===== src/rtl/array_packed_3d_pkg.sv =====
// rtl/array_packed_3d_pkg.sv - shared types and defaults for the packed 3D array assembler
//
// Purpose: default dimensions, FSM state encoding, element/array typedefs and
//          an index-width helper used by the assembler and its index counter.
// Ports:   none (package).

package array_packed_3d_pkg;

    localparam int DEF_DI = 4;
    localparam int DEF_DJ = 3;
    localparam int DEF_DK = 2;
    localparam int DEF_DW = 8;
    localparam int DEF_CW = 16;

    typedef enum logic {
        FILL = 1'b0,
        HOLD = 1'b1
    } state_t;

    typedef logic [DEF_DW-1:0] elem_t;

    typedef logic [DEF_DI-1:0][DEF_DJ-1:0][DEF_DK-1:0][DEF_DW-1:0] array_t;

    // A dimension of size 1 still gets a 1-bit counter that simply never moves.
    function automatic int idx_width(input int n);
        return (n > 1) ? $clog2(n) : 1;
    endfunction

endpackage


===== src/rtl/array_packed_3d_index.sv =====
// rtl/array_packed_3d_index.sv - nested i/j/k element index counter
//
// Purpose: walks i/j/k in row-major order (k fastest, then j, then i),
//          wrapping back to [0][0][0] after the final element.
// Ports:
//   clk    in   rising-edge clock
//   rst_n  in   asynchronous active-low reset
//   inc    in   advance to the next element
//   clr    in   synchronous return to [0][0][0]; wins over inc
//   i,j,k  out  current element index
//   last   out  current index is the final element [DI-1][DJ-1][DK-1]

module array_packed_3d_index
    import array_packed_3d_pkg::*;
#(
    parameter int DI = DEF_DI,
    parameter int DJ = DEF_DJ,
    parameter int DK = DEF_DK,
    parameter int IW = idx_width(DI),
    parameter int JW = idx_width(DJ),
    parameter int KW = idx_width(DK)
) (
    input  logic          clk,
    input  logic          rst_n,
    input  logic          inc,
    input  logic          clr,
    output logic [IW-1:0] i,
    output logic [JW-1:0] j,
    output logic [KW-1:0] k,
    output logic          last
);

    localparam logic [IW-1:0] I_MAX = IW'(DI - 1);
    localparam logic [JW-1:0] J_MAX = JW'(DJ - 1);
    localparam logic [KW-1:0] K_MAX = KW'(DK - 1);

    logic [IW-1:0] i_q, i_d;
    logic [JW-1:0] j_q, j_d;
    logic [KW-1:0] k_q, k_d;

    // A size-1 dimension has MAX == 0, so it wraps on every carry and never
    // leaves zero; no special casing is needed.
    always_comb begin
        i_d = i_q;
        j_d = j_q;
        k_d = k_q;
        if (clr) begin
            i_d = '0;
            j_d = '0;
            k_d = '0;
        end else if (inc) begin
            if (k_q == K_MAX) begin
                k_d = '0;
                if (j_q == J_MAX) begin
                    j_d = '0;
                    if (i_q == I_MAX) begin
                        i_d = '0;
                    end else begin
                        i_d = i_q + IW'(1);
                    end
                end else begin
                    j_d = j_q + JW'(1);
                end
            end else begin
                k_d = k_q + KW'(1);
            end
        end
    end

    always_ff @(posedge clk or negedge rst_n) begin
        if (!rst_n) begin
            i_q <= '0;
            j_q <= '0;
            k_q <= '0;
        end else begin
            i_q <= i_d;
            j_q <= j_d;
            k_q <= k_d;
        end
    end

    assign i    = i_q;
    assign j    = j_q;
    assign k    = k_q;
    assign last = (i_q == I_MAX) && (j_q == J_MAX) && (k_q == K_MAX);

endmodule


===== src/rtl/array_packed_3d_assembler.sv =====
// rtl/array_packed_3d_assembler.sv - builds a packed 3D array from a scalar element stream
//
// Purpose: accepts one DW-bit element per s_valid/s_ready handshake, writes it
//          to m_array[i][j][k] (k fastest), and after the final element
//          presents the whole array on m_valid/m_ready. frames counts handoffs.
//          Optional macro ARRAY_PACKED_3D_ASSEMBLER_ZERO_BUBBLE_EN lets the first
//          element of the next frame be accepted in the same cycle as the handoff.
// Ports:
//   clk      in   rising-edge clock
//   rst_n    in   asynchronous active-low reset
//   s_valid  in   element valid
//   s_ready  out  element ready
//   s_data   in   element value (DW)
//   m_valid  out  array valid
//   m_ready  in   array ready
//   m_array  out  packed array [DI-1:0][DJ-1:0][DK-1:0][DW-1:0]
//   frames   out  completed handoff count, wraps modulo 2^CW
//   busy     out  current frame partially filled

module array_packed_3d_assembler
    import array_packed_3d_pkg::*;
#(
    parameter int DI = DEF_DI,
    parameter int DJ = DEF_DJ,
    parameter int DK = DEF_DK,
    parameter int DW = DEF_DW,
    parameter int CW = DEF_CW
) (
    input  logic                   clk,
    input  logic                   rst_n,
    input  logic                   s_valid,
    output logic                   s_ready,
    input  logic [DW-1:0]          s_data,
    output logic                   m_valid,
    input  logic                   m_ready,
    output logic [DI*DJ*DK*DW-1:0] m_array,
    output logic [CW-1:0]          frames,
    output logic                   busy
);

    localparam int IW = idx_width(DI);
    localparam int JW = idx_width(DJ);
    localparam int KW = idx_width(DK);

    state_t state_q, state_d;
    logic [DI-1:0][DJ-1:0][DK-1:0][DW-1:0] arr_q, arr_d;
    logic [CW-1:0] frames_q, frames_d;

    logic [IW-1:0] idx_i;
    logic [JW-1:0] idx_j;
    logic [KW-1:0] idx_k;
    logic          idx_last;
    logic          idx_inc;
    logic          idx_clr;

    array_packed_3d_index #(
        .DI (DI),
        .DJ (DJ),
        .DK (DK),
        .IW (IW),
        .JW (JW),
        .KW (KW)
    ) u_index (
        .clk   (clk),
        .rst_n (rst_n),
        .inc   (idx_inc),
        .clr   (idx_clr),
        .i     (idx_i),
        .j     (idx_j),
        .k     (idx_k),
        .last  (idx_last)
    );

    always_comb begin
        state_d  = state_q;
        arr_d    = arr_q;
        frames_d = frames_q;
        s_ready  = 1'b0;
        m_valid  = 1'b0;
        idx_inc  = 1'b0;
        idx_clr  = 1'b0;
        case (state_q)
            FILL: begin
                // rst_n gates ready so no handshake is advertised during reset.
                s_ready = rst_n;
                if (s_valid && s_ready) begin
                    arr_d[idx_i][idx_j][idx_k] = s_data;
                    if (idx_last) begin
                        idx_clr = 1'b1;
                        state_d = HOLD;
                    end else begin
                        idx_inc = 1'b1;
                    end
                end
            end
            HOLD: begin
                m_valid = 1'b1;
`ifdef ARRAY_PACKED_3D_ASSEMBLER_ZERO_BUBBLE_EN
                s_ready = m_ready && rst_n;
`endif
                if (m_ready) begin
                    frames_d = frames_q + CW'(1);
                    state_d  = FILL;
`ifdef ARRAY_PACKED_3D_ASSEMBLER_ZERO_BUBBLE_EN
                    // Indices already sit at [0][0][0] while holding; advancing
                    // them lands on the second element, or wraps straight back
                    // to zero for a single-element array (which is then full).
                    if (s_valid) begin
                        arr_d[0][0][0] = s_data;
                        idx_inc        = 1'b1;
                        if (idx_last) begin
                            state_d = HOLD;
                        end
                    end
`endif
                end
            end
            default: begin
                state_d = FILL;
            end
        endcase
    end

    always_ff @(posedge clk or negedge rst_n) begin
        if (!rst_n) begin
            state_q  <= FILL;
            arr_q    <= '0;
            frames_q <= '0;
        end else begin
            state_q  <= state_d;
            arr_q    <= arr_d;
            frames_q <= frames_d;
        end
    end

    assign m_array = arr_q;
    assign frames  = frames_q;
    assign busy    = (state_q == FILL) && ((|idx_i) || (|idx_j) || (|idx_k));

endmodule


===== config.mk =====
export PLATFORM = sky130hd
export DESIGN_NAME = array_packed_3d_assembler
export DESIGN_NICKNAME = d
export VERILOG_FILES = /design/src/rtl/array_packed_3d_pkg.sv /design/src/rtl/array_packed_3d_index.sv /design/src/rtl/array_packed_3d_assembler.sv
export SDC_FILE = /design/constraint.sdc
export NUM_CORES = 1
export LEC_CHECK = 0
export ABC_AREA = 0
export CORE_ASPECT_RATIO = 0.6
export CORE_MARGIN = 2
export CORE_UTILIZATION = 35
export DETAILED_ROUTE_END_ITERATION = 7
export SYNTH_ARGS = -nofsm -noshare
export SYNTH_HDL_FRONTEND = slang
export SYNTH_SLANG_ARGS = --single-unit
export TNS_END_PERCENT = 5

===== constraint.sdc =====
create_clock -name clk -period 2.5 [get_ports clk]
set_input_delay 0.5 -clock clk [delete_from_list [all_inputs] [get_ports clk]]
set_output_delay 0.5 -clock clk [all_outputs]
set_load 0.01 [all_outputs]

Word level (Yosys, flattened, before mapping)
Index checks and enable logic that the tools add are counted.
- bits of input ports: 12
- output and inout port bits: 211
- flip-flop bits (word level): 214
- $lt $le $gt $ge: 6
- bitwise operators: 1
- reduce and logical (&&, ||, !) cells: 18
- add/sub/neg operators: 4
- mux-type cells: 29
- eq/ne operators: 2
- operators with widths (cell ; number):
    $bwmux W192 ; 1
    $demux W48 S2 ; 1
    $mux W48 ; 1
    $demux W16 S2 ; 1
    $mux W2 ; 9
    $add A16 B1 Y16 const B ; 1
    $mux W16 ; 1
    $mux W1 ; 12
    $demux W8 S1 ; 1
    $mux W8 ; 1
    $logic_and A1 B1 Y1 ; 7
    $lt A2 B3 Y1 const B ; 2
    $reduce_and A2 Y1 ; 3
    $reduce_bool A2 Y1 ; 3
    $add A2 B1 Y2 const B ; 2
    $eq A2 B2 Y1 const B ; 2
    $ge A2 B1 Y1 const B ; 2
    $reduce_or A2 Y1 ; 2
    $reduce_and A3 Y1 ; 1
    $logic_or A1 B1 Y1 ; 2
    $lt A1 B2 Y1 const B ; 1
    $pmux W1 S2 ; 1
    $add A1 B1 Y1 const B ; 1
    $ge A1 B1 Y1 const B ; 1
    $not A1 Y1 ; 1

Logic depth before layout (Yosys ltp)
- depth in word-level cells: 9
- depth in mapped cells: 5
- mapped depth without buffers: 5

Hierarchy
A second synthesis with hierarchy kept.
- cell total of the unflattened synthesis: 536
- area total of the unflattened synthesis: 8360.5 um^2
- by module, submodules not included (module ; cells an instance ; area an instance (um^2) ; instances ; sequential area each (um^2)):
    array_packed_3d_assembler ; 514 ; 8087.8 ; 1 ; 5230.0
    array_packed_3d_index ; 22 ; 272.8 ; 1 ; 125.1

Worst setup path after synthesis
OpenSTA, ideal clock, no wires.
- kind: reg-to-reg
- start: register state_q
- end: register arr_q, in the netlist m_array[40]
- buffers on the path: 1
- cell stages (with the launch flop): 6
- setup time: 0.125 ns
- required time: 2.375 ns
- arrival: 1.591 ns
- slack: 0.784 ns
- period minus slack after synthesis: 1.716 ns
- path through: dfrtp_1 nand4b_4 nor3b_4 and2_1 buf_4 mux2_2
- word-level cells in the longest chain between the ends: 2
- RTL lines (what ; line ; RTL):
    start: declaration ; array_packed_3d_assembler.sv:45 ; state_t state_q, state_d;
    start signal: assignment ; array_packed_3d_assembler.sv:130 ; state_q <= state_d;
    $not A1 Y1 (no source line) ; -- ;
    $reduce_and A2 Y1 (no source line) ; -- ;
    end signal: assignment ; array_packed_3d_assembler.sv:131 ; arr_q <= arr_d;
    end: declaration ; array_packed_3d_assembler.sv:46 ; logic [DI-1:0][DJ-1:0][DK-1:0][DW-1:0] arr_q, arr_d;
No other way between the ends.
A chain may end at the register's enable or synchronous reset.

Worst setup path in the final report
- start: register u_index.i_q[0] (netlist: u_index.i[0])
- end: output port busy
- word-level cells in the longest chain between the ends: 4
- RTL lines (what ; line ; RTL):
    start: declaration ; array_packed_3d_index.sv:37 ; logic [IW-1:0] i_q, i_d;
    start signal: assignment ; array_packed_3d_index.sv:76 ; i_q <= i_d;
    $reduce_or A2 Y1 ; array_packed_3d_assembler.sv:138 ; assign busy = (state_q == FILL) && ((|idx_i) || (|idx_j) || (|idx_k));
    $logic_or A1 B1 Y1 (2 in series) ; array_packed_3d_assembler.sv:138 ;
    $logic_and A1 B1 Y1 ; array_packed_3d_assembler.sv:138 ;
    end: declaration ; array_packed_3d_assembler.sv:38 ; output logic busy
No other way between the ends.

==> impl_metrics.py <==
metrics = {
    "run_status": {
        "status": "finished clean",
    },
    "logic_synthesis": {
        "avgSynthCellArea_sq_um": 15.89,
        "synth_cells": 533,
        "synth-main-ff-cell": "dfrtp_1",
        "synthTopCellsByArea": "dfrtp_1 (63%), mux2_2 (25%), xnor2_1 (1.1%)",
        "synth_edf_count": 0,
        "seq_area_frac_synth_pct": 63.25,
        "synthArstFlopShare_pct": 100.0,
        "yosysTopAreaCellShare_pct": 63.25,
        "yosysTopAreaCell": "dfrtp_1",
        "ys_top_cells_by_count": "dfrtp_1 (214), mux2_2 (186), clkbuf_1 (16)",
        "yosys_warnings": 0,
        "syn-num-nets": 550,
        "synth.most_common_cell": "dfrtp_1",
        "synth_cell_type_count": 36,
        "ys_seq_elements": 214,
        "synth_area_sq_mm": 0.008467,
    },
    "final_layout": {
        "fillerInstances": 2036,
        "area_delta_synth_final_pct": 39.81,
        "final_nets": 787,
        "drive_gt1_share_pct": 33.42,
        "stdcell_count": 1103,
        "utilization_pct": 49.43,
        "antennaDiodeCount": 0,
    },
    "critical_path": {
        "critPathArrivalTime_ps": 1790,
        "critPathRequiredTime_ps": 2000,
        "endpoint_kind": "output port",
        "crit_fanout": 5,
        "reg2reg_slack_ps": 380,
        "crit_path_start_kind": "register",
        "worstSetupPathType": "reg2out",
    },
    "placement": {
        "dp.cells": 1068,
        "gp_congestion": 0.8050,
        "place_hpwl_mm": 15.68,
        "portBuffers": 222,
    },
    "die": {
        "dieWidth_um": 204.8,
        "initial_core_util_pct": 35.36,
        "die_y_um": 124.5,
        "ios": 223,
        "rows": 44,
        "dieArea_sq_mm": 0.02549,
        "core_area_sq_mm": 0.02395,
    },
    "power_and_ir_drop": {
        "p_sw_share_pct": 29.28,
        "p_leak_nw": 5.491,
        "p_int_w": 0.009299,
        "switching_power_w": 0.003851,
        "clockPowerShare_pct": 24.4,
        "pwr-share-comb_pct": 35.1,
        "vdd_drop_max_mv": 0.5181,
        "pwr_density_cell_mw_per_mm2": 1111,
        "pwr-share-seq_pct": 40.4,
    },
    "hold_path": {
        "hp-class": "in2async",
    },
    "sta": {
        "hold_ws_ps": 243.5,
        "finalClockSkew_ps": 14.35,
        "max_freq_ghz": 0.4359,
        "setup_viol": 0,
        "hold_viol": 0,
        "min_period_ps": 2294,
        "timing.setup.tns_ps": 0,
        "relSlewSlack_pct": 32.59,
        "tightest_slew_ps": 1011,
        "drv_slew": 0,
        "period_share_pct": 91.75,
        "rsz0062_at_grt": "no",
    },
    "clock_tree": {
        "cts_hold_buf": 0,
        "numCtsBuffers": 22,
        "cts_tree": "done",
        "clock_path_buffers": 3,
        "htreeDepth": 1,
        "numClockSinks": 214,
        "clkLatencyLatePin_ps": 500,
        "clkSlewWorstSetupHoldPaths_ps": 60,
        "root_buffer": "clkbuf_16",
        "post_cts_buffers": 0,
        "cts_resized": 1,
    },
    "detailed_routing": {
        "drc_errors": 0,
        "num_vias": 5303,
        "drt_first_pass_iters": 4,
        "wl_met1_mm": 11.01,
        "met2_length_mm": 9.766,
        "ant_nets": 0,
        "avgViaCountPerCell": 4.808,
        "top_layer_used": "met4",
        "wl_met3_mm": 2.190,
        "drt-wirelength-per-cell_um": 21.19,
        "drtIter0Drc": 211,
        "wl_mm": 23.38,
    },
    "grt": {
        "grt_pass1_wl_mm": 35.97,
        "track_usage_pct": 18.61,
        "grt_overflow": 0,
        "antenna_found_initial": 0,
        "first_global_vias": 5679,
        "grt_start_max_net_pins": 79,
    },
    "run": {
        "cap_viol_max_count": 0,
    },
}
==> critical path, stage by stage, from the launching register on <==
cell	delay [ps]
dfrtp_1	410
inv_1	120
ha_1	350
a21oi_1	100
dlygate4sd2_1	320
==> per-layer routing <==
layer / vias to the layer above / track usage [%]
li1: 2334 / -
met1: 2768 / 26.75
met2: 166 / 27.03
met3: 35 / 6.803
met4: 0 / 3.538
met5: - / 0
==> registers in the layout, summed over array words and instances (netlist names) <==
| register | count |
|---|---|
| u_index.i | 2 |
| u_index.j | 2 |
| state_q | 1 |
| m_array | 192 |
| frames | 16 |
| u_index.k | 1 |
==> stage by stage <==
stage / setup WS, ps / total power [W] / cell area, sq um
global placement: 101.7 / 0.009909 / 11140
CTS: 166.2 / 0.01334 / 11840
detailed placement: 77.48 / 0.01006 / 11140
floorplan: 783.8 / 0.007170 / 8467
finish: 206.1 / 0.01315 / 11840
global route: 84.52 / 0.01386 / 11840
==> cell families after synthesis <==
| logic type | Yosys count | synth area share (%) |
|---|---|---|
| flops | 214 | 63.25 |
| mux | 193 | 25.67 |
| simple gates | 68 | 6.384 |
| buf+inv | 32 | 1.951 |
| xor+xnor | 16 | 1.655 |
| compound gates | 5 | 0.3546 |
| fa+ha+maj | 5 | 0.7389 |
==> area by class of cell <==
cell class / count / area, sq um / area share (%)
multi-input combinational: 287 / 2947 / 24.89
inverter: 4 / 15.01 / 0.1268
clock buffer: 32 / 659.4 / 5.570
clock inverter: 3 / 40.04 / 0.3382
tap: 322 / 402.9 / 3.403
sequential: 214 / 5355 / 45.24
timing repair buffer: 241 / 2419 / 20.43
==> cell usage in the layout, fill, tap and decap left out, types with 2 or more instances in the layout <==
master           Yosys  final
buf_12               0      4
a21o_1               2      2
nor2_1               6      6
clkbuf_16            0     23
nand2_4              4      4
mux2_2             186    186
clkbuf_8             0      5
dfrtp_1            214    214
xnor2_1             11     11
buf_4                7     15
clkdlybuf4s50_1      0    220
nor2_4               8      8
clkinv_2             0      2
mux2_1               7      7
nor4_1               2      2
nand3_1              4      4
o21ai_0              2      2
xor2_1               5      5
and2_1               5      5
nand2_2              4      4
nor2_8               4      4
clkbuf_1            16      4
inv_1                4      4
and3_1               4      4
ha_1                 5      5
nand2_1             11     11
nand4_1              5      5
==> power groups by stage <==
stage / sequential (W) / clock (W) / combinational [W]
4_1_cts: 0.00533 / 0.00332 / 0.00469
6_report: 0.00531 / 0.00321 / 0.00462
5_1_grt: 0.00547 / 0.00347 / 0.00492
3_5_place_dp: 0.00539 / 0 / 0.00468
3_3_place_gp: 0.00531 / 0 / 0.00460
2_1_floorplan: 0.00575 / 0 / 0.00142
==> path summary, 6_finish.rpt <==
check | startpoint | endpoint | cells after the start
setup / recovery | u_index.i[0] | busy | 4
max in group asynchronous | rst_n | m_array[52] | 3
min in group clk | rst_n | u_index.j[1] | 5
hold reg to reg | frames[15] | frames[15] | 1
hold / removal | rst_n | m_array[142] | 2
setup reg to reg | u_index.j[0] | m_array[182] | 3
Note: power is estimated with default switching activity, not from simulation.
